## src/rtl/kalman_fp_pkg.sv

```systemverilog
// Shared fixed-point definitions for the Kalman datapath: Q/N defaults,
// the fixed-point ONE constant, saturation limits and a clog2 helper.
package kalman_fp_pkg;

  localparam int unsigned Q_DEF = 18;
  localparam int unsigned N_DEF = 32;

  // Saturation limits for the default word width
  localparam logic [N_DEF-1:0] MAXPOS = {1'b0, {(N_DEF-1){1'b1}}};
  localparam logic [N_DEF-1:0] MAXNEG = {1'b1, {(N_DEF-1){1'b0}}};

  // Fixed-point 1.0 for a given fraction width
  function automatic logic [63:0] fp_one(input int unsigned q);
    return 64'd1 << q;
  endfunction

  // Largest positive value of an n-bit signed word (low n bits significant)
  function automatic logic [63:0] sat_maxpos(input int unsigned n);
    return (64'd1 << (n - 1)) - 64'd1;
  endfunction

  // Most negative value of an n-bit signed word (low n bits significant)
  function automatic logic [63:0] sat_maxneg(input int unsigned n);
    return 64'd1 << (n - 1);
  endfunction

  // Number of bits needed to index v items
  function automatic int unsigned clog2(input int unsigned v);
    int unsigned r;
    r = 0;
    while ((32'd1 << r) < v) r = r + 1;
    return r;
  endfunction

endpackage

```

## src/rtl/qmult.sv

```systemverilog
// Combinational signed Q-format multiplier: returns bits [N-1+Q:Q] of the
// 2N-bit product and flags when the scaled product does not fit in N bits.
module qmult #(
  parameter int unsigned Q = 18,
  parameter int unsigned N = 32
) (
  input  logic [N-1:0] a,
  input  logic [N-1:0] b,
  output logic [N-1:0] result,
  output logic         overflow
);

  logic signed [2*N-1:0] a_ext;
  logic signed [2*N-1:0] b_ext;
  logic signed [2*N-1:0] product;
  logic signed [2*N-1:0] scaled;
  logic        [N:0]     upper;

  // Full-precision product, rescaled; overflow when the bits above the
  // result slice are not a pure sign extension of it
  always_comb begin
    a_ext    = {{N{a[N-1]}}, a};
    b_ext    = {{N{b[N-1]}}, b};
    product  = a_ext * b_ext;
    scaled   = product >>> Q;
    result   = scaled[N-1:0];
    upper    = scaled[2*N-1:N-1];
    overflow = (upper != '0) && (upper != '1);
  end

endmodule

```

## src/rtl/rr_arbiter.sv

```systemverilog
// Round-robin grant: first requester found searching upward from ptr,
// wrapping at NREQ. Grant is one-hot or zero and is suppressed when !en.
module rr_arbiter #(
  parameter int unsigned NREQ = 4,
  parameter int unsigned IDW  = 2
) (
  input  logic [NREQ-1:0] req,
  input  logic [IDW-1:0]  ptr,
  input  logic            en,
  output logic [NREQ-1:0] grant,
  output logic [IDW-1:0]  idx
);

  logic              found;
  logic [NREQ-1:0]   rot;
  int unsigned       j;

  // Priority search from the pointer, modulo NREQ
  always_comb begin
    found = 1'b0;
    idx   = '0;
    rot   = '0;
    j     = 0;
    for (int unsigned k = 0; k < NREQ; k++) begin
      j = 32'(ptr) + k;
      if (j >= NREQ) j = j - NREQ;
      rot = req >> j;
      if (!found && rot[0]) begin
        found = 1'b1;
        idx   = j[IDW-1:0];
      end
    end
    grant = (en && found) ? (NREQ'(1) << idx) : '0;
  end

endmodule

```

## src/rtl/qmult_arbiter.sv

```systemverilog
// Shares one qmult among NREQ requesters: round-robin valid/ready intake,
// operand stage (S1), registered tagged result with overflow and sticky
// per-requester overflow flags. Optional macro QMULT_ARB_SAT_EN clamps
// overflowing results to the signed limits instead of wrapping.
module qmult_arbiter
  import kalman_fp_pkg::*;
#(
  parameter int unsigned Q    = Q_DEF,
  parameter int unsigned N    = N_DEF,
  parameter int unsigned NREQ = 4,
  parameter int unsigned IDW  = clog2(NREQ)
) (
  input  logic              clk,
  input  logic              rst,
  input  logic [NREQ-1:0]   req_valid,
  output logic [NREQ-1:0]   req_ready,
  input  logic [NREQ*N-1:0] req_a,
  input  logic [NREQ*N-1:0] req_b,
  output logic              rsp_valid,
  input  logic              rsp_ready,
  output logic [IDW-1:0]    rsp_id,
  output logic [N-1:0]      rsp_data,
  output logic              rsp_ovr,
  output logic [NREQ-1:0]   ovr_sticky,
  input  logic [NREQ-1:0]   ovr_clr
);

  logic              en;
  logic [NREQ-1:0]   grant;
  logic [IDW-1:0]    grant_idx;
  logic [IDW-1:0]    rr_ptr;
  logic [N-1:0]      sel_a;
  logic [N-1:0]      sel_b;

  logic              s1_valid;
  logic [N-1:0]      s1_a;
  logic [N-1:0]      s1_b;
  logic [IDW-1:0]    s1_id;

  logic [N-1:0]      mul_result;
  logic [N-1:0]      mul_data;
  logic              mul_ovr;
  logic [NREQ-1:0]   sticky_set;

  // Whole pipeline advances together unless a held result is refused
  always_comb en = !rsp_valid || rsp_ready;

  // Grant is held off during reset so no handshake can be lost to it
  rr_arbiter #(
    .NREQ (NREQ),
    .IDW  (IDW)
  ) u_rr_arbiter (
    .req   (req_valid),
    .ptr   (rr_ptr),
    .en    (en && !rst),
    .grant (grant),
    .idx   (grant_idx)
  );

  assign req_ready = grant;

  // Operand select for the granted requester
  always_comb begin
    sel_a = N'(req_a >> (32'(grant_idx) * N));
    sel_b = N'(req_b >> (32'(grant_idx) * N));
  end

  // Pointer moves past the winner; a refused requester keeps its priority
  always_ff @(posedge clk or posedge rst) begin
    if (rst) begin
      rr_ptr <= '0;
    end else if (grant != '0) begin
      rr_ptr <= (32'(grant_idx) == NREQ - 1) ? '0 : grant_idx + 1'b1;
    end
  end

  // Operand stage; a cycle without a grant inserts a bubble
  always_ff @(posedge clk or posedge rst) begin
    if (rst) begin
      s1_valid <= 1'b0;
      s1_a     <= '0;
      s1_b     <= '0;
      s1_id    <= '0;
    end else if (en) begin
      s1_valid <= (grant != '0);
      if (grant != '0) begin
        s1_a  <= sel_a;
        s1_b  <= sel_b;
        s1_id <= grant_idx;
      end
    end
  end

  qmult #(
    .Q (Q),
    .N (N)
  ) u_qmult (
    .a        (s1_a),
    .b        (s1_b),
    .result   (mul_result),
    .overflow (mul_ovr)
  );

`ifdef QMULT_ARB_SAT_EN
  localparam logic [N-1:0] SAT_POS = N'(sat_maxpos(N));
  localparam logic [N-1:0] SAT_NEG = N'(sat_maxneg(N));

  // Clamp toward the sign the exact product would have had
  always_comb begin
    mul_data = mul_result;
    if (mul_ovr) mul_data = (s1_a[N-1] ^ s1_b[N-1]) ? SAT_NEG : SAT_POS;
  end
`else
  // Overflowing products are returned as the wrapped slice
  always_comb mul_data = mul_result;
`endif

  // Output register; payload only reloads when S1 carries a product
  always_ff @(posedge clk or posedge rst) begin
    if (rst) begin
      rsp_valid <= 1'b0;
      rsp_id    <= '0;
      rsp_data  <= '0;
      rsp_ovr   <= 1'b0;
    end else if (en) begin
      rsp_valid <= s1_valid;
      if (s1_valid) begin
        rsp_id   <= s1_id;
        rsp_data <= mul_data;
        rsp_ovr  <= mul_ovr;
      end
    end
  end

  // Overflow of an accepted result flags its requester
  always_comb begin
    sticky_set = '0;
    if (rsp_valid && rsp_ready && rsp_ovr) sticky_set = NREQ'(1) << rsp_id;
  end

  // Sticky flags; a set in the same cycle as a clear wins
  always_ff @(posedge clk or posedge rst) begin
    if (rst) begin
      ovr_sticky <= '0;
    end else begin
      ovr_sticky <= (ovr_sticky & ~ovr_clr) | sticky_set;
    end
  end

endmodule

```

## config.mk

```make
export PLATFORM = sky130hd
export DESIGN_NAME = qmult_arbiter
export DESIGN_NICKNAME = d
export VERILOG_FILES = /design/src/rtl/kalman_fp_pkg.sv /design/src/rtl/qmult.sv /design/src/rtl/rr_arbiter.sv /design/src/rtl/qmult_arbiter.sv
export SDC_FILE = /design/constraint.sdc
export NUM_CORES = 2
export LEC_CHECK = 0
export ABC_AREA = 1
export BUFFER_PORTS_ARGS = -buffer_cell sky130_fd_sc_hd__clkbuf_2
export CORE_MARGIN = 2
export CORE_UTILIZATION = 30
export CTS_BUF_LIST = sky130_fd_sc_hd__clkbuf_8
export DETAILED_ROUTE_END_ITERATION = 8
export PLACE_DENSITY_LB_ADDON = 0.15
export SETUP_SLACK_MARGIN = 0.1
export SYNTH_ARGS = -nofsm -noshare
export SYNTH_HDL_FRONTEND = slang
export SYNTH_SLANG_ARGS = --single-unit
```

## constraint.sdc

```tcl
create_clock -name clk -period 8.5 [get_ports clk]
set_input_delay 1.7 -clock clk [delete_from_list [all_inputs] [get_ports clk]]
set_output_delay 1.7 -clock clk [all_outputs]
set_load 0.005 [all_outputs]
```

==> results.tsv <==
stage	metric	value	unit
die	io_pins	311	
logic_synthesis	yosysWarnings	0	
min_path	hold_class	reg -> reg	
logic_synthesis	synth_top_family_by_area	adder cells	
placed_design	io_buffers	310	
clock_tree	cts_resized	0	
layout	seqCellArea	2731	µm²
sta	maxSlewViolCount	0	
logic_synthesis	syn-instance-count	5804	
clock_tree	numCtsBuffers	9	
global_routing	grt-ovfl-total	0	
min_path	holdPathStages	2	
layout	design_area	49570	µm²
sta	fin_crit_sh	94.24	%
logic_synthesis	synthMuxAreaShare	0	%
logic_synthesis	synth_compound_area_share	5.082	%
die	die_x	391.4	µm
placed_design	dp_hpwl	132.0	mm
layout	n_fill_cell	16220	
routing	via_per_inst	4.427	
sta	worst_slew_pin_slew	0.9187	ns
logic_synthesis	synth-seq-cells	109	
routing	first_pass_iters	5	
worst_setup_path	worstSetupStartpointType	flip-flop	
global_routing	grt_max_degree	84	
die	die_h	391.4	µm
global_routing	antenna_found_initial	4	
logic_synthesis	syn_avg_cell_area	7.758	µm²
clock_tree	cts_tree	done	
worst_setup_path	crit_end	rsp_data[23]	
clock_tree	postCtsSetupBuffers	0	
logic_synthesis	synth_top_area_share	48.06	%
logic_synthesis	synth.yosys.seq_area_share	6.057	%
routing	ant_nets	0	
sta	relSlewSlack	38.68	%
clock_tree	cts.clk_slew.worst_paths	0.14	ns
clock_tree	clockBufferDepth	2	
layout	final_common_cell	inv_1	
layout	area_growth	10.08	%
worst_setup_path	r2r_end	rsp_data[23]	
clock_tree	holdBufCountCts	0	
worst_setup_path	cp_common_cell	fa_1	
sta	finalSetupViolations	0	
worst_setup_path	crit_fanout	11	
worst_setup_path	crit_path_top_delay_cell	dfrtp_1	
worst_setup_path	end_kind	flip-flop	
logic_synthesis	syn_area	45030	µm²
sta	clock_skew	0.03465	ns
sta	tns	0	ns
logic_synthesis	synthSimpleGateAreaFrac	17.66	%
placed_design	postPlaceCellArea	49360	µm²
status	status	finished clean	
sta	final_period_minus_worst_setup_slack	8.010	ns
logic_synthesis	syn-num-nets	7339	
layout	final_cell_mix	1721 x inv_1, 1524 x nand2_1, 1081 x fa_1	
logic_synthesis	ys_top_cells_by_area	fa_1 48%, inv_1 14%, nand2_1 13%	
sta	hold_viol	0	
worst_setup_path	crit_arrival	8.38	ns
routing	drcViolationCount	0	
die	initial_core_util	30.14	%
routing	dr_total_vias	35360	
logic_synthesis	synth_top_cell_by_area	fa_1	
logic_synthesis	synth_adder_area_share	53.26	%
layout	layout.nets	7500	
worst_setup_path	path_class	reg -> reg	
routing	wirelength	153.5	mm
die	fp-row-count	142	
sta	fmax	124.8	MHz
global_routing	track_usage	20.96	%
clock_tree	clock_tree.root_cell	clkbuf_8	
worst_setup_path	worstSetupStartpoint	s1_a[9]	
layout	multi_input_area	34570	µm²
worst_setup_path	r2r_slack	0.49	ns
worst_setup_path	rr_startpoint	s1_a[9]	
layout	drive_gt1_share	9.246	%
flow_run	cap_violations	0	
routing	drt_first_iter_violations	2032	
worst_setup_path	cp_data_required_time	8.87	ns
die	die-area	153200	µm²
die	core_area	149400	µm²
clock_tree	cts_sinks	109	
sta	rsz0062_at_grt	false	
global_routing	grt_pass1_vias	40070	
clock_tree	h-tree-depth	3	
worst_setup_path	cp_slowest_stage_delay	0.75	ns
logic_synthesis	synthXorXnorAreaFrac	0.7197	%
clock_tree	worstSkewPairLatency	0.53	ns
global_routing	grt_pass1_wl	242.6	mm
logic_synthesis	synth_cell_type_count	43	
routing	wl_per_cell	19.22	µm
placed_design	place_congestion	0.9329	
worst_setup_path	reg2reg_depth	28	
[cell usage after synthesis (all sizes together)]
library cell,number
inv,1728
nand2,1526
fa,1081
clkbuf,269
nor2,240
ha,187
or2,130
o211ai,128
dfrtp,109
a21oi,77
o21ai,62
a31oi,61
nand3,61
buf,45
xnor2,23
o21bai,18
xor2,14
nor3,8
and3,7
nand4,7
nand3b,4
o32ai,4
a21o,3
and2,3
a21boi,2
nor4,2
o21a,2
a22o,1
clkinv,1
o31ai,1
[worst max-delay path, delay by kind of cell (launching register included)]
family	cells	cell delay [ns]
AOI/OAI and AO/OA	3	0.63
xor gates and xnor gates	1	0.30
adders and majority gates	9	4.40
buffers and inverters	8	0.64
DFF	1	0.75
and+or+nand+nor	7	1.09
[metrics by stage]
| step | util (%) | worst slack [ns] | cells | hold slack, ns |
|---|---|---|---|---|
| after floorplan | - | 0.8890 | 5804 | 0.4308 |
| final | 33.17 | 0.4897 | 7988 | 0.4940 |
| after global placement | 33.04 | 0.2383 | 7970 | 0.4641 |
| after CTS | 33.17 | 0.3514 | 7986 | 0.4955 |
| after global routing | 33.17 | 0.1045 | 7988 | 0.5310 |
| after detailed placement | 33.04 | 0.4335 | 7970 | 0.4644 |
[state kept, by name (all words and copies together), names as in the netlist]
signal,count
rsp_data,32
s1_a,32
s1_b,32
ovr_sticky,4
rr_ptr,2
rsp_id,2
s1_id,2
rsp_ovr,1
rsp_valid,1
s1_valid,1
[layer usage]
metal	GRT usage (%)	routed length [µm]	up-vias
li1	-	-	16590
met1	26.53	65690	18170
met2	38.96	80740	495
met3	1.118	3616	101
met4	4.788	3483	0
met5	0	0	-
[worst min-delay path by stage]
stage / from / to / slack, ns
2_1_floorplan: s1_valid / rsp_valid / 0.43
3_3_place_gp: s1_valid / rsp_valid / 0.46
3_5_place_dp: s1_valid / rsp_valid / 0.46
4_1_cts: s1_valid / rsp_valid / 0.50
5_1_grt: s1_valid / rsp_valid / 0.53
6_report: s1_valid / rsp_valid / 0.49
[cell type report]
type	instances	area share [%]
clock buffer	9	0.2499
timing repair buffer	464	6.144
multi-input combinational	3652	69.75
clock inverter	7	0.1363
tap	2016	5.089
sequential	109	5.510
antenna	2	0.01010
inverter	1729	13.12
[kinds of logic after synthesis]
kind of cell | Yosys count
AOI/OAI and AO/OA | 359
xor gates and xnor gates | 37
and+or+nand+nor | 1988
buffers and inverters | 2043
adders and majority gates | 1268
DFF | 109
Power is not shown: default switching activity piles up to over one toggle a cycle in this logic, so the estimate is an artifact.
